$ cat src/rtl/alu_arbiter.sv
// Round-robin arbiter sharing one combinational ALU between two requesters.
// Operands are registered toward the ALU, and each result is returned as a tagged response.
module alu_arbiter #(
    parameter int unsigned WIDTH = 16,
    parameter int unsigned OPW   = 3,
    parameter int unsigned CNTW  = 8
) (
    input  logic             clk,
    input  logic             rst_n,
    input  logic             req0_valid,
    output logic             req0_ready,
    input  logic [WIDTH-1:0] req0_a,
    input  logic [WIDTH-1:0] req0_b,
    input  logic [OPW-1:0]   req0_op,
    input  logic             req1_valid,
    output logic             req1_ready,
    input  logic [WIDTH-1:0] req1_a,
    input  logic [WIDTH-1:0] req1_b,
    input  logic [OPW-1:0]   req1_op,
    output logic [WIDTH-1:0] alu_a,
    output logic [WIDTH-1:0] alu_b,
    output logic [OPW-1:0]   alu_op,
    input  logic [WIDTH-1:0] alu_y,
    input  logic             alu_cout,
    output logic             rsp_valid,
    input  logic             rsp_ready,
    output logic             rsp_id,
    output logic [WIDTH-1:0] rsp_y,
    output logic             rsp_cout,
    output logic             busy,
    output logic [CNTW-1:0]  grant_cnt0,
    output logic [CNTW-1:0]  grant_cnt1
);

    typedef enum logic [1:0] {StIdle, StExec, StResp} state_e;

    state_e           state_q, state_d;
    logic             last_grant_q, last_grant_d;
    logic [WIDTH-1:0] alu_a_q, alu_a_d;
    logic [WIDTH-1:0] alu_b_q, alu_b_d;
    logic [OPW-1:0]   alu_op_q, alu_op_d;
    logic             rsp_id_q, rsp_id_d;
    logic [WIDTH-1:0] rsp_y_q, rsp_y_d;
    logic             rsp_cout_q, rsp_cout_d;
    logic [CNTW-1:0]  cnt0_q, cnt0_d;
    logic [CNTW-1:0]  cnt1_q, cnt1_d;

    logic win_valid;
    logic win_id;
    logic accept;

    // On a tie the requester that did not win last time gets the grant.
    always_comb begin
        win_valid = req0_valid | req1_valid;
        win_id    = 1'b0;
        if (req0_valid && req1_valid) begin
            win_id = ~last_grant_q;
        end else if (req1_valid) begin
            win_id = 1'b1;
        end
    end

    assign accept     = (state_q == StIdle) && win_valid;
    assign req0_ready = rst_n & accept & ~win_id;
    assign req1_ready = rst_n & accept & win_id;

    always_comb begin
        state_d      = state_q;
        last_grant_d = last_grant_q;
        alu_a_d      = alu_a_q;
        alu_b_d      = alu_b_q;
        alu_op_d     = alu_op_q;
        rsp_id_d     = rsp_id_q;
        rsp_y_d      = rsp_y_q;
        rsp_cout_d   = rsp_cout_q;
        cnt0_d       = cnt0_q;
        cnt1_d       = cnt1_q;
        unique case (state_q)
            StIdle: begin
                if (accept) begin
                    alu_a_d      = win_id ? req1_a : req0_a;
                    alu_b_d      = win_id ? req1_b : req0_b;
                    alu_op_d     = win_id ? req1_op : req0_op;
                    rsp_id_d     = win_id;
                    last_grant_d = win_id;
                    if (!win_id && cnt0_q != {CNTW{1'b1}}) begin
                        cnt0_d = cnt0_q + CNTW'(1);
                    end
                    if (win_id && cnt1_q != {CNTW{1'b1}}) begin
                        cnt1_d = cnt1_q + CNTW'(1);
                    end
                    state_d = StExec;
                end
            end
            StExec: begin
                rsp_y_d    = alu_y;
                // Logic ops have no meaningful carry.
                rsp_cout_d = alu_op_q[OPW-1] ? 1'b0 : alu_cout;
                state_d    = StResp;
            end
            StResp: begin
                if (rsp_ready) begin
                    state_d = StIdle;
                end
            end
            default: state_d = StIdle;
        endcase
    end

    always_ff @(posedge clk or negedge rst_n) begin
        if (!rst_n) begin
            state_q      <= StIdle;
            last_grant_q <= 1'b1;
            alu_a_q      <= '0;
            alu_b_q      <= '0;
            alu_op_q     <= '0;
            rsp_id_q     <= 1'b0;
            rsp_y_q      <= '0;
            rsp_cout_q   <= 1'b0;
            cnt0_q       <= '0;
            cnt1_q       <= '0;
        end else begin
            state_q      <= state_d;
            last_grant_q <= last_grant_d;
            alu_a_q      <= alu_a_d;
            alu_b_q      <= alu_b_d;
            alu_op_q     <= alu_op_d;
            rsp_id_q     <= rsp_id_d;
            rsp_y_q      <= rsp_y_d;
            rsp_cout_q   <= rsp_cout_d;
            cnt0_q       <= cnt0_d;
            cnt1_q       <= cnt1_d;
        end
    end

    assign alu_a      = alu_a_q;
    assign alu_b      = alu_b_q;
    assign alu_op     = alu_op_q;
    assign rsp_valid  = (state_q == StResp);
    assign rsp_id     = rsp_id_q;
    assign rsp_y      = rsp_y_q;
    assign rsp_cout   = rsp_cout_q;
    assign busy       = (state_q != StIdle);
    assign grant_cnt0 = cnt0_q;
    assign grant_cnt1 = cnt1_q;

endmodule

$ cat config.mk
export PLATFORM = sky130hd
export DESIGN_NAME = alu_arbiter
export DESIGN_NICKNAME = d
export VERILOG_FILES = /design/src/rtl/alu_arbiter.sv
export SDC_FILE = /design/constraint.sdc
export NUM_CORES = 1
export LEC_CHECK = 0
export ABC_AREA = 1
export BUFFER_PORTS_ARGS = -buffer_cell sky130_fd_sc_hd__buf_2
export CAP_MARGIN = 15
export CORE_MARGIN = 2
export CORE_UTILIZATION = 47
export CTS_CLUSTER_DIAMETER = 100
export CTS_CLUSTER_SIZE = 28
export DETAILED_ROUTE_END_ITERATION = 16
export GPL_TIMING_DRIVEN = 0
export PLACE_DENSITY = 0.8
export SLEW_MARGIN = 5
export SYNTH_ARGS = -nofsm -noshare
export SYNTH_HDL_FRONTEND = slang
export SYNTH_SLANG_ARGS = --single-unit
$ cat constraint.sdc
create_clock -name clk -period 1.6 [get_ports clk]
set_input_delay 0.24 -clock clk [delete_from_list [all_inputs] [get_ports clk]]
set_output_delay 0.24 -clock clk [all_outputs]
set_load 0.01 [all_outputs]
==> results of run 1 <==
placed cells by master (no fill, tap or decap), drive strengths merged:
cell type    instances
dfstp                1
o21ai               76
nand2              162
xnor2                5
dfrtp               71
ha                   2
inv                 18
nand3                4
nand3b               4
clkinvlp             4
buf                186
nand4                1
nor2                53
dlygate4sd3          1
xor2                 2
nor3                 1
clkbuf              10
clkinv               1
how the worst max path moves through the flow:
stage / startpoint / end / slack, ns
after floorplan: last_grant_q / req0_ready / 0.15
after global placement: rst_n / req0_ready / -0.72
after detailed placement: last_grant_q / req0_ready / -0.02
after CTS: last_grant_q / req0_ready / -0.04
after global routing: last_grant_q / req0_ready / -0.08
final: last_grant_q / req0_ready / -0.02
through the flow:
step,setup slack [ns],instances
6_report,-0.0200,701
5_1_grt,-0.0807,701
4_1_cts,-0.0384,700
3_5_place_dp,-0.0198,679
3_3_place_gp,-0.717,678
2_1_floorplan,0.146,415
layer usage:
metal | wire (um) | up-vias | track usage
met5 | 0 | - | 0
li1 | - | 1695 | -
met2 | 4780 | 95 | 0.417
met3 | 463 | 15 | 0.0415
met4 | 189 | 0 | 0.0909
met1 | 3910 | 1600 | 0.285
flip-flops by register name, summed over array words and instances (netlist names):
register,cells
rsp_id,1
rsp_y,16
alu_b,16
state_q,2
last_grant_q,1
grant_cnt1,8
rsp_cout,1
grant_cnt0,8
alu_a,16
alu_op,3
logic make-up (layout without fill, tap and decap cells):
kind of cell	after synthesis	after routing
AOI/OAI and AO/OA	76	76
xor gates and xnor gates	7	7
adders and majority gates	2	2
buffers and inverters	33	220
DFF	72	72
and+or+nand+nor	225	225
worst max-delay path, delay by kind of cell (launching register included):
family        cells  cell delay [ns]
buf+inv           2             0.19
flops             1             0.54
simple gates      3             0.29
power by group through the flow:
stage	registers [W]	logic, W	clock network [W]
floorplan	0.00356	0.00233	0
global placement	0.00319	0.00409	0
detailed placement	0.00321	0.00425	0
CTS	0.00318	0.00439	0.00136
global route	0.00329	0.00484	0.00145
finish	0.00318	0.00434	0.00132
cell type report:
cell class	count	share of cell area
Inverter	16	0.0155
Tap cell	99	0.0255
Buffer	15	0.0333
Clock buffer	9	0.0255
Timing Repair Buffer	173	0.188
Clock inverter	7	0.0116
Sequential cell	72	0.372
Multi-Input combinational cell	310	0.328
timing repair:
action / 4_1_cts / 5_1_grt
buffers inserted: 7 / 0
setup endpoints to repair: 2 / 20
gates resized for setup: 10 / 10
endpoints found under the hold margin: 71 / 22
pin swaps: 3 / 2
==> metrics.md, run 1 <==
| Metric | Value |
|---|---|
| Outcome | `finished with violations` |
| Violations in the final reports | `hold timing, setup timing` |
| Period utilisation layout | `1.01` |
| CTS tree | `yes` |
| Async S/R FF share, synth | `1.00` |
| Core ar. | `7330 um2` |
| Port Buffer Count | `164` |
| Proportion of power drawn by combinational gates | `0.491` |
| Startpoint Class | `flop` |
| Die height | `91.5 um` |
| Final TNS setup | `-0.0200 ns` |
| Final instance area | `4850 um2` |
| Area of the mapped netlist | `3600 um2` |
| Clock transition at the register clock pins on the worst setup and hold paths after CTS | `~0.080 ns` |
| Average size of a mapped cell | `8.68 um2` |
| Number of antenna cells inserted | `0` |
| Clk network pwr share | `0.150` |
| FP Rows | `31` |
| Switching portion of total power | `0.426` |
| Cell types with the highest counts after synthesis | `148 x nand2_1, 71 x dfrtp_1, 49 x nor2_1, 36 x o21ai_2, 27 x o21ai_0` |
| Multi-input gate area in the final layout | `between 1500 and 2000 um2` |
| Total Wirelength | `9340 um` |
| Sequential power share | `0.359` |
| Slew of the pin with the lowest slew margin | `0.794 ns` |
| Area grow syn2layout | `34.6%` |
| Placer Congestion | `~0.87` |
| Effective utilization at floorplan | `0.491` |
| Internal power component | `slightly above 0.005 W` |
| Most used standard cell by instance count after synthesis | `nand2_1` |
| Overall power of the completed layout | `0.00885 W` |
| Global-route wire length before repair | `15900 um` |
| Share of cells above drive strength 1 | `0.449` |
| Maximum vdd ir drop | `0.995 mV` |
| Simple-Gate Fraction of Synth Area | `0.269` |
| Hpwl dp | `between 6000 and 7000 um` |
| Endpoint of the worst-slack reg-to-reg timing path | `alu_b[10]` |
| Die extent in x | `91.5 um` |
| Setup repair after global routing missed its margin | `yes` |
| Worst endpoint data arrival time | `1.38 ns` |
| Layout fillers | `636` |
| Cell type with the largest total area after synthesis | `dfrtp_1` |
| Worst-case clock skew | `a little over 0.01 ns` |
| Clock tree root driver cell | `clkbuf_8` |
| Slowest stage cell on the critical path | `dfstp_2` |
| Clock period minus final worst setup slack | `1.62 ns` |
| Top flip-flop cell by instance count after synthesis | `dfrtp_1` |
| Violation count after the first detailed-routing iteration | `111` |
| Worst Slack Setup Final | `-0.0200 ns` |
| Cell types with the largest area share after synthesis | `dfrtp_1 49%, nand2_1 15%, o21ai_2 8.8%, nor2_1 5.1%, o21ai_0 3.8%` |
| Worst hold margin | `-0.300 ns` |
| Area share of fa/ha/maj cells after synthesis | `0.00695` |
| Share of cell area taken by muxes after synthesis | `0` |
| Number of warnings printed during yosys synthesis | `0` |
| Detail-routed net length per standard cell | `13.3 um` |
| Mapped Nets | `around 510` |
| Area share of the largest cell type after synthesis | `0.493` |
| Max-cap check violation count | `0` |
| Max-slew violation total from the final report | `0` |
| Boundary pin count | `around 170` |
| Flop2flop setup slack | `~0.070 ns` |
| Number of unique standard cell types used by synthesis | `30` |
| Global-route total usage across every layer | `0.236` |
| First-pass detailed-route iteration total | `4` |
| Final hold violation count | `54` |
| Final nets | `691` |
| Psw | `between 0.003 and 0.004 W` |
| Critical Path Fanout Max | `3` |
| Via count of the first global-routing pass | `3445` |
| Overflow left after global routing | `0` |
| Flip-flop and latch count after synthesis | `between 70 and 80` |
| Startpoint of the lowest-slack register-to-register path | `last_grant_q` |
| Critical Path, Cell by Cell | `nand2_2 -> nand2_4 -> inv_8 -> nor3_4 -> buf_2` |
| F_max | `617 MHz` |
| Class of the tightest hold or removal check | `in2async` |
| Seq. cell area | `1800 um2` |
| Final setup vio count | `1` |
| Count of antenna-violating nets left after detailed routing | `0` |
| EDFF count, synth | `0` |
| Number of antenna violations at the first check in global routing | `0` |
| Vias | `3405` |
| Largest family of logic cells by synthesized area | `simple AND/OR/NAND/NOR gates` |
| Type of destination of the critical path | `output port` |
| Clock insertion delay at the later pin of the skew report | `0.35 ns` |
| Synthesized instance count | `a little over 400` |
| Maximum count of clock buffers along a single path | `2` |
| Static leakage | `2.57 nW` |
| Number of clock buffers inserted by TritonCTS | `9` |
| CTS H-Tree Depth | `3` |
| Total cell area at the placement stage | `4580 um2` |
| Final standard cell utilization of the core | `0.661` |
| Worst Path Class, Setup | `reg2out` |
| Sequential element share of the synthesized area | `0.501` |
| Compound-gate portion of the synthesized area | `0.143` |
| Via density per instance | `4.86` |
| Pin count of the biggest net entering global routing | `69` |
| Total number of clock tree sinks | `72` |
| Xor/xnor share of the synthesized area | `0.0170` |
| Required @ worst endpoint | `1.36 ns` |
| Total DRC errors in the routed layout | `0` |
| Cell area power density | `1820 nW/um2` |
| Worst r2r path cells | `7` |
| Crit path largest cell delay | `0.54 ns` |
| Floorplan die area | `~8400 um2` |
| Slew HR | `0.469` |
Note: power is estimated with default switching activity, not from simulation.
==> run 2, diff against run 1 <==
--- a/config.mk
+++ b/config.mk
@@ -6,7 +6,7 @@
 export NUM_CORES = 1
 export LEC_CHECK = 0
 export ABC_AREA = 1
-export BUFFER_PORTS_ARGS = -buffer_cell sky130_fd_sc_hd__buf_2
+export BUFFER_PORTS_ARGS = -buffer_cell sky130_fd_sc_hd__clkbuf_2
 export CAP_MARGIN = 15
 export CORE_MARGIN = 2
 export CORE_UTILIZATION = 47
==> metrics.md, run 2 (same netlist as run 1, synthesis figures left out) <==
| Metric | Value |
|---|---|
| Violation count after the first detailed-routing iteration | `87 (-22%)` |
| Total Wirelength | `9730 um (+4.2%)` |
| CP delay by family, top | `flip-flops` |
| Worst r2r path cells | `7 (unchanged)` |
| Clock insertion delay at the later pin of the skew report | `0.34 ns (about the same)` |
| Vias | `3408 (+0.088%)` |
| Worst endpoint data arrival time | `1.35 ns (-0.03 ns)` |
| Buf+Inv Stages, Crit Path | `2 (unchanged)` |
| Number of clock buffers inserted by TritonCTS | `9 (unchanged)` |
| Maximum vdd ir drop | `0.994 mV (-0.17%)` |
| Number of antenna cells inserted | `0 (unchanged)` |
| Floorplan die area | `8380 um2 (unchanged)` |
| Crit path capture | `req1_ready` |
| Period utilisation layout | `0.997 (-0.0158)` |
| Startpoint Class | `flop` |
| Cell area power density | `1850 nW/um2 (+1.5%)` |
| Worst Slack Setup Final | `0.00519 ns (+0.0252 ns)` |
| Class of the tightest hold or removal check | `in2async` |
| Endpoint of the worst-slack reg-to-reg timing path | `alu_a[13]` |
| Setup repair after global routing missed its margin | `yes` |
| Final hold violation count | `0 (-100%)` |
| Final TNS setup | `0 ns (+0.0200 ns)` |
| Area grow syn2layout | `39.1%` |
| Placer Congestion | `0.870 (about the same)` |
| Final standard cell utilization of the core | `0.684 (+0.0224)` |
| Share of cells above drive strength 1 | `0.453 (+0.00470)` |
| Max-slew violation total from the final report | `0 (unchanged)` |
| Global-route wire length before repair | `16500 um (+3.4%)` |
| Flop2flop setup slack | `0.08 ns (about the same)` |
| Core ar. | `7330 um2 (unchanged)` |
| Final setup vio count | `0 (-1)` |
| Max-cap check violation count | `0 (unchanged)` |
| Port Buffer Count | `164 (unchanged)` |
| Worst hold margin | `0.0497 ns (+0.350 ns)` |
| Via count of the first global-routing pass | `3515 (+2.0%)` |
| Number of antenna violations at the first check in global routing | `0 (unchanged)` |
| Overflow left after global routing | `0 (unchanged)` |
| Worst Path Class, Setup | `reg2out` |
| First-pass detailed-route iteration total | `4 (unchanged)` |
| Total DRC errors in the routed layout | `0 (unchanged)` |
| CTS H-Tree Depth | `3 (unchanged)` |
| Crit path largest cell delay | `0.55 ns (about the same)` |
| Hpwl dp | `7080 um (+2.4%)` |
| Required @ worst endpoint | `1.36 ns (about the same)` |
| Boundary pin count | `165 (unchanged)` |
| Startpoint of the lowest-slack register-to-register path | `last_grant_q` |
| Die extent in x | `91.5 um (unchanged)` |
| F_max | `627 MHz (+1.6%)` |
| Final instance area | `5010 um2 (+3.4%)` |
| FP Rows | `31 (unchanged)` |
| Outcome | `completed` |
| Static leakage | `2.67 nW (+3.8%)` |
| Critical Path, Cell by Cell | `nand2_2 -> nand2_4 -> nor2_4 -> inv_2 -> nor2_1 -> buf_2` |
| Type of destination of the critical path | `output port` |
| Most common cell after layout, fill and taps aside | `clkbuf_2` |
| Place WS | `-0.136 ns (-0.116 ns)` |
| Via density per instance | `4.81 (-0.90%)` |
| Die height | `91.5 um (unchanged)` |
| Final nets | `698 (+1.0%)` |
| Effective utilization at floorplan | `0.491 (unchanged)` |
| Maximum count of clock buffers along a single path | `2 (unchanged)` |
| Clock tree root driver cell | `clkbuf_8` |
| Global-route total usage across every layer | `0.244 (+0.00797)` |
| Slew HR | `0.820 (+0.351)` |
| Clock period minus final worst setup slack | `1.59 ns (-0.0252 ns)` |
| Critical Path Stages | `6 (+1)` |
| Critical Path Fanout Max | `3 (unchanged)` |
| Total number of clock tree sinks | `72 (unchanged)` |
| Slowest stage cell on the critical path | `dfstp_2` |
| Total cell area at the placement stage | `4570 um2 (-0.16%)` |
| CTS tree | `yes` |
| Slew of the pin with the lowest slew margin | `0.269 ns (-0.525 ns)` |
| Most used cells in the layout excluding fill and tap cells | `161 x clkbuf_2, 147 x nand2_1, 71 x dfrtp_1` |
| Detail-routed net length per standard cell | `13.7 um (+3.2%)` |
| Launch point of the worst path | `last_grant_q` |
| Clock transition at the register clock pins on the worst setup and hold paths after CTS | `0.09 ns (about the same)` |
| Count of antenna-violating nets left after detailed routing | `0 (unchanged)` |
| Worst-case clock skew | `0.00961 ns (-0.000758 ns)` |
| Pin count of the biggest net entering global routing | `37 (-46%)` |
run 2: cell types whose count changed in the layout (fill, tap and decap cells not counted), sizes merged:
cell / change
dlygate4sd3: +1
clkbuf: +162
bufinv: +2
buf: -155
clkinv: +2
inv: -1
clkinvlp: -4
run 2: report_power, final:
| part | internal [W] | switching, W |
|---|---|---|
| Clock | 0.000929 | 0.000709 |
| Sequential | 0.00265 | 0.000579 |
| Combinational | 0.00189 | 0.00252 |
| Total | 0.00548 | 0.00381 |
run 2: repair_timing:
action | in CTS | in global routing
pin swaps | 4 | 3
endpoints found under the setup margin | 2 | 22
hold endpoints to repair | 36 | 0
hold buffers | 6 | 0
resized for setup | 12 | 13
buffers inserted | 8 | 1
run 2: routing by layer:
metal / wire length [um] / track usage
met1: 4010 / 0.299
met4: 191 / 0.0972
met5: 0 / 0
met3: 406 / 0.0373
met2: 5120 / 0.428
run 2: cell type report:
type / instances / area [um2]
flip-flops and latches: 72 / 1800
plain buffers: 15 / 165
multi-input cells: 310 / 1590
repair buffers: 180 / 1020
well taps: 99 / 124
inverters: 16 / 80.1
fillers: 613 / 2320
clock inverters: 6 / 91.3
clock buffers: 10 / 138
run 2: worst min-delay path by stage:
stage,endpoint,slack [ns],cells past startpoint
CTS,grant_cnt1[3],0.03,4
floorplan,alu_a[0],-0.06,0
finish,rsp_y[12],0.05,4
detailed placement,grant_cnt1[2],0.28,1
global route,rsp_y[14],0.05,4
global placement,state_q[1],0.44,2
run 2: stage by stage:
stage | std cells | total power, W
2_1_floorplan | 415 | 0.00590
3_3_place_gp | 678 | 0.00731
3_5_place_dp | 679 | 0.00747
4_1_cts | 707 | 0.00932
5_1_grt | 708 | 0.00995
6_report | 708 | 0.00929
run 2: worst register-to-register path, cell delays in order (launching register included):
cell and delay [ns]:
dfstp_2 0.55, nand2_2 0.07, nand2_4 0.13, buf_4 0.14, buf_6 0.15, buf_4 0.20, nor2_1 0.07, o21ai_2 0.15
==> run 3, diff against run 2 <==
==> constraint.sdc (replaced) <==
create_clock -name clk -period 1.8 [get_ports clk]
set_input_delay 0.27 -clock clk [delete_from_list [all_inputs] [get_ports clk]]
set_output_delay 0.27 -clock clk [all_outputs]
set_load 0.01 [all_outputs]
==> metrics.md, run 3 (same netlist as run 1, synthesis figures left out) <==
| Metric | Value |
|---|---|
| Outcome | `completed` |
| Global-route total usage across every layer | `0.241 (-0.00319)` |
| Maximum count of clock buffers along a single path | `2 (unchanged)` |
| Routed length on met2 | `4980 um (-2.9%)` |
| Count of antenna-violating nets left after detailed routing | `0 (unchanged)` |
| Final hold violation count | `0 (unchanged)` |
| Period utilisation layout | `0.957` |
| Detail-routed net length per standard cell | `13.7 um (-0.49%)` |
| Floorplan die area | `8380 um2 (unchanged)` |
| Proportion of power drawn by combinational gates | `0.463 (-0.012)` |
| Worst Slack Setup Final | `0.0779 ns (+0.0727 ns)` |
| Launch point of the worst path | `last_grant_q` |
| Clock insertion delay at the later pin of the skew report | `0.34 ns (about the same)` |
| Worst endpoint data arrival time | `1.45 ns (+0.10 ns)` |
| Clock tree root driver cell | `clkbuf_8` |
| Share of cells above drive strength 1 | `0.440 (-0.0132)` |
| First-pass detailed-route iteration total | `4 (unchanged)` |
| Boundary pin count | `165 (unchanged)` |
| Endpoint of the worst-slack reg-to-reg timing path | `alu_a[13]` |
| Type of destination of the critical path | `output port` |
| Effective utilization at floorplan | `0.491 (unchanged)` |
| Seq. cell area | `1800 um2 (unchanged)` |
| Die height | `91.5 um (unchanged)` |
| Slew HR | `0.838 (+0.0178)` |
| Switching portion of total power | `0.412 (+0.00144)` |
| Worst Path Class, Setup | `reg2out` |
| FP Rows | `31 (unchanged)` |
| Via count of the first global-routing pass | `3468 (-1.3%)` |
| Crit path capture | `req0_ready` |
| Total number of clock tree sinks | `72 (unchanged)` |
| Total DRC errors in the routed layout | `0 (unchanged)` |
| Placer Congestion | `0.870 (unchanged)` |
| Number of antenna violations at the first check in global routing | `0 (unchanged)` |
| Class of the tightest hold or removal check | `in2reg` |
| Number of antenna cells inserted | `0 (unchanged)` |
| CTS H-Tree Depth | `3 (unchanged)` |
| Overall power of the completed layout | `0.00807 W (-13%)` |
| Max-slew violation total from the final report | `0 (unchanged)` |
| Worst r2r path cells | `7 (unchanged)` |
| Multi-input gate area in the final layout | `1580 um2 (-0.63%)` |
| Max-cap check violation count | `0 (unchanged)` |
| Violation count after the first detailed-routing iteration | `137 (+57%)` |
| Number of clock buffers inserted by TritonCTS | `9 (unchanged)` |
| Port Buffer Count | `164 (unchanged)` |
| Psw | `0.00332 W (-13%)` |
| Final setup vio count | `0 (unchanged)` |
| Sequential power share | `0.356 (+0.008)` |
| Die extent in x | `91.5 um (unchanged)` |
| Required @ worst endpoint | `1.53 ns (+0.17 ns)` |
| Total Wirelength | `9560 um (-1.8%)` |
| Flop2flop setup slack | `0.21 ns (+0.13 ns)` |
| Most common cell after layout, fill and taps aside | `clkbuf_2` |
| Critical Path Fanout Max | `18 (+15)` |
| Via density per instance | `4.83 (+0.25%)` |
| CTS tree | `yes` |
| Hpwl dp | `7080 um (unchanged)` |
| Overflow left after global routing | `0 (unchanged)` |
| Clk network pwr share | `0.180 (+0.004)` |
| Place WS | `0.00447 ns (+0.140 ns)` |
| Slew of the pin with the lowest slew margin | `0.242 ns (-0.0266 ns)` |
| Maximum vdd ir drop | `0.893 mV (-10%)` |
| Final TNS setup | `0 ns (unchanged)` |
| Startpoint of the lowest-slack register-to-register path | `last_grant_q` |
| Uppermost signal routing layer after detailed routing | `met4` |
| Vias | `3373 (-1.0%)` |
| Pin count of the biggest net entering global routing | `37 (unchanged)` |
| Clock transition at the register clock pins on the worst setup and hold paths after CTS | `0.09 ns (about the same)` |
| Startpoint Class | `flop` |
| Metal3 WL | `405 um (-0.25%)` |
| Static leakage | `2.62 nW (-2.1%)` |
| Internal power component | `0.00475 W (-13%)` |
| Worst-case clock skew | `0.0143 ns (+0.00465 ns)` |
| Met1 Routed Length | `3960 um (-1.2%)` |
| Most used cells in the layout excluding fill and tap cells | `162 x clkbuf_2, 148 x nand2_1, 71 x dfrtp_1` |
| Area grow syn2layout | `36.0%` |
| Layout fillers | `623 (+1.6%)` |
| Global-route wire length before repair | `16300 um (-1.1%)` |
| Clock period minus final worst setup slack | `1.72 ns` |
| Cell area power density | `1650 nW/um2 (-11%)` |
| Setup repair after global routing missed its margin | `no` |
| F_max | `581 MHz` |
| Final nets | `689 (-1.3%)` |
| Core ar. | `7330 um2 (unchanged)` |
## run 3: cell types whose count changed in the layout (fill, tap and decap cells not counted), sizes merged
cell,before,now
buf,31,20
clkbuf,172,174
## run 3: power groups by stage
| stage | clock, W | sequential [W] | combinational (W) |
|---|---|---|---|
| 6_report | 0.00146 | 0.00287 | 0.00374 |
| 5_1_grt | 0.00155 | 0.00298 | 0.00414 |
| 4_1_cts | 0.00148 | 0.00287 | 0.00378 |
| 3_5_place_dp | 0 | 0.00289 | 0.00375 |
| 3_3_place_gp | 0 | 0.00287 | 0.00363 |
| 2_1_floorplan | 0 | 0.00317 | 0.00208 |
## run 3: routing by layer
metal,vias to the layer above,global-route usage
li1,1675,-
met1,1586,0.296
met2,94,0.421
met3,18,0.0373
met4,0,0.0960
met5,-,0
## run 3: critical path: stages (launching register included)
cell     delay, ns
dfstp_2       0.54
nand2_1       0.08
nand2_4       0.12
inv_8         0.08
nor3_2        0.14
buf_2         0.15
## run 3: worst min path at each step
stage | from | endpoint | cells after the start
after detailed placement | rst_n | grant_cnt1[2] | 1
after CTS | alu_y[11] | rsp_y[11] | 3
after floorplan | rst_n | alu_a[0] | 0
after global placement | rsp_y[3] | rsp_y[3] | 2
after global routing | alu_y[3] | rsp_y[3] | 3
final | alu_y[11] | rsp_y[11] | 3
## run 3: repair_timing
| action | CTS | global route |
|---|---|---|
| setup endpoints to repair | 1 | 1 |
| setup buffers | 0 | 1 |
| hold buffers | 5 | 0 |
| pin swaps | 0 | 1 |
| gates resized for setup | 4 | 3 |
| endpoints found under the hold margin | 36 | 0 |
## run 3: final cells by class
cell class	instances	share of cell area
multi-input cells	310	0.323
clock inverters	6	0.0186
repair buffers	171	0.191
inverters	16	0.0143
clock buffers	10	0.0281
flip-flops and latches	72	0.368
well taps	99	0.0253
plain buffers	15	0.0319
## run 3: per-stage QoR
stage           util  cell area, um2  hold WS [ns]  cells
3_3_place_gp   0.620            4550         0.453    678
5_1_grt        0.668            4900         0.125    699
3_5_place_dp   0.623            4570         0.310    679
2_1_floorplan      -            3600       -0.0256    415
4_1_cts        0.666            4880         0.107    698
6_report       0.668            4900         0.122    699
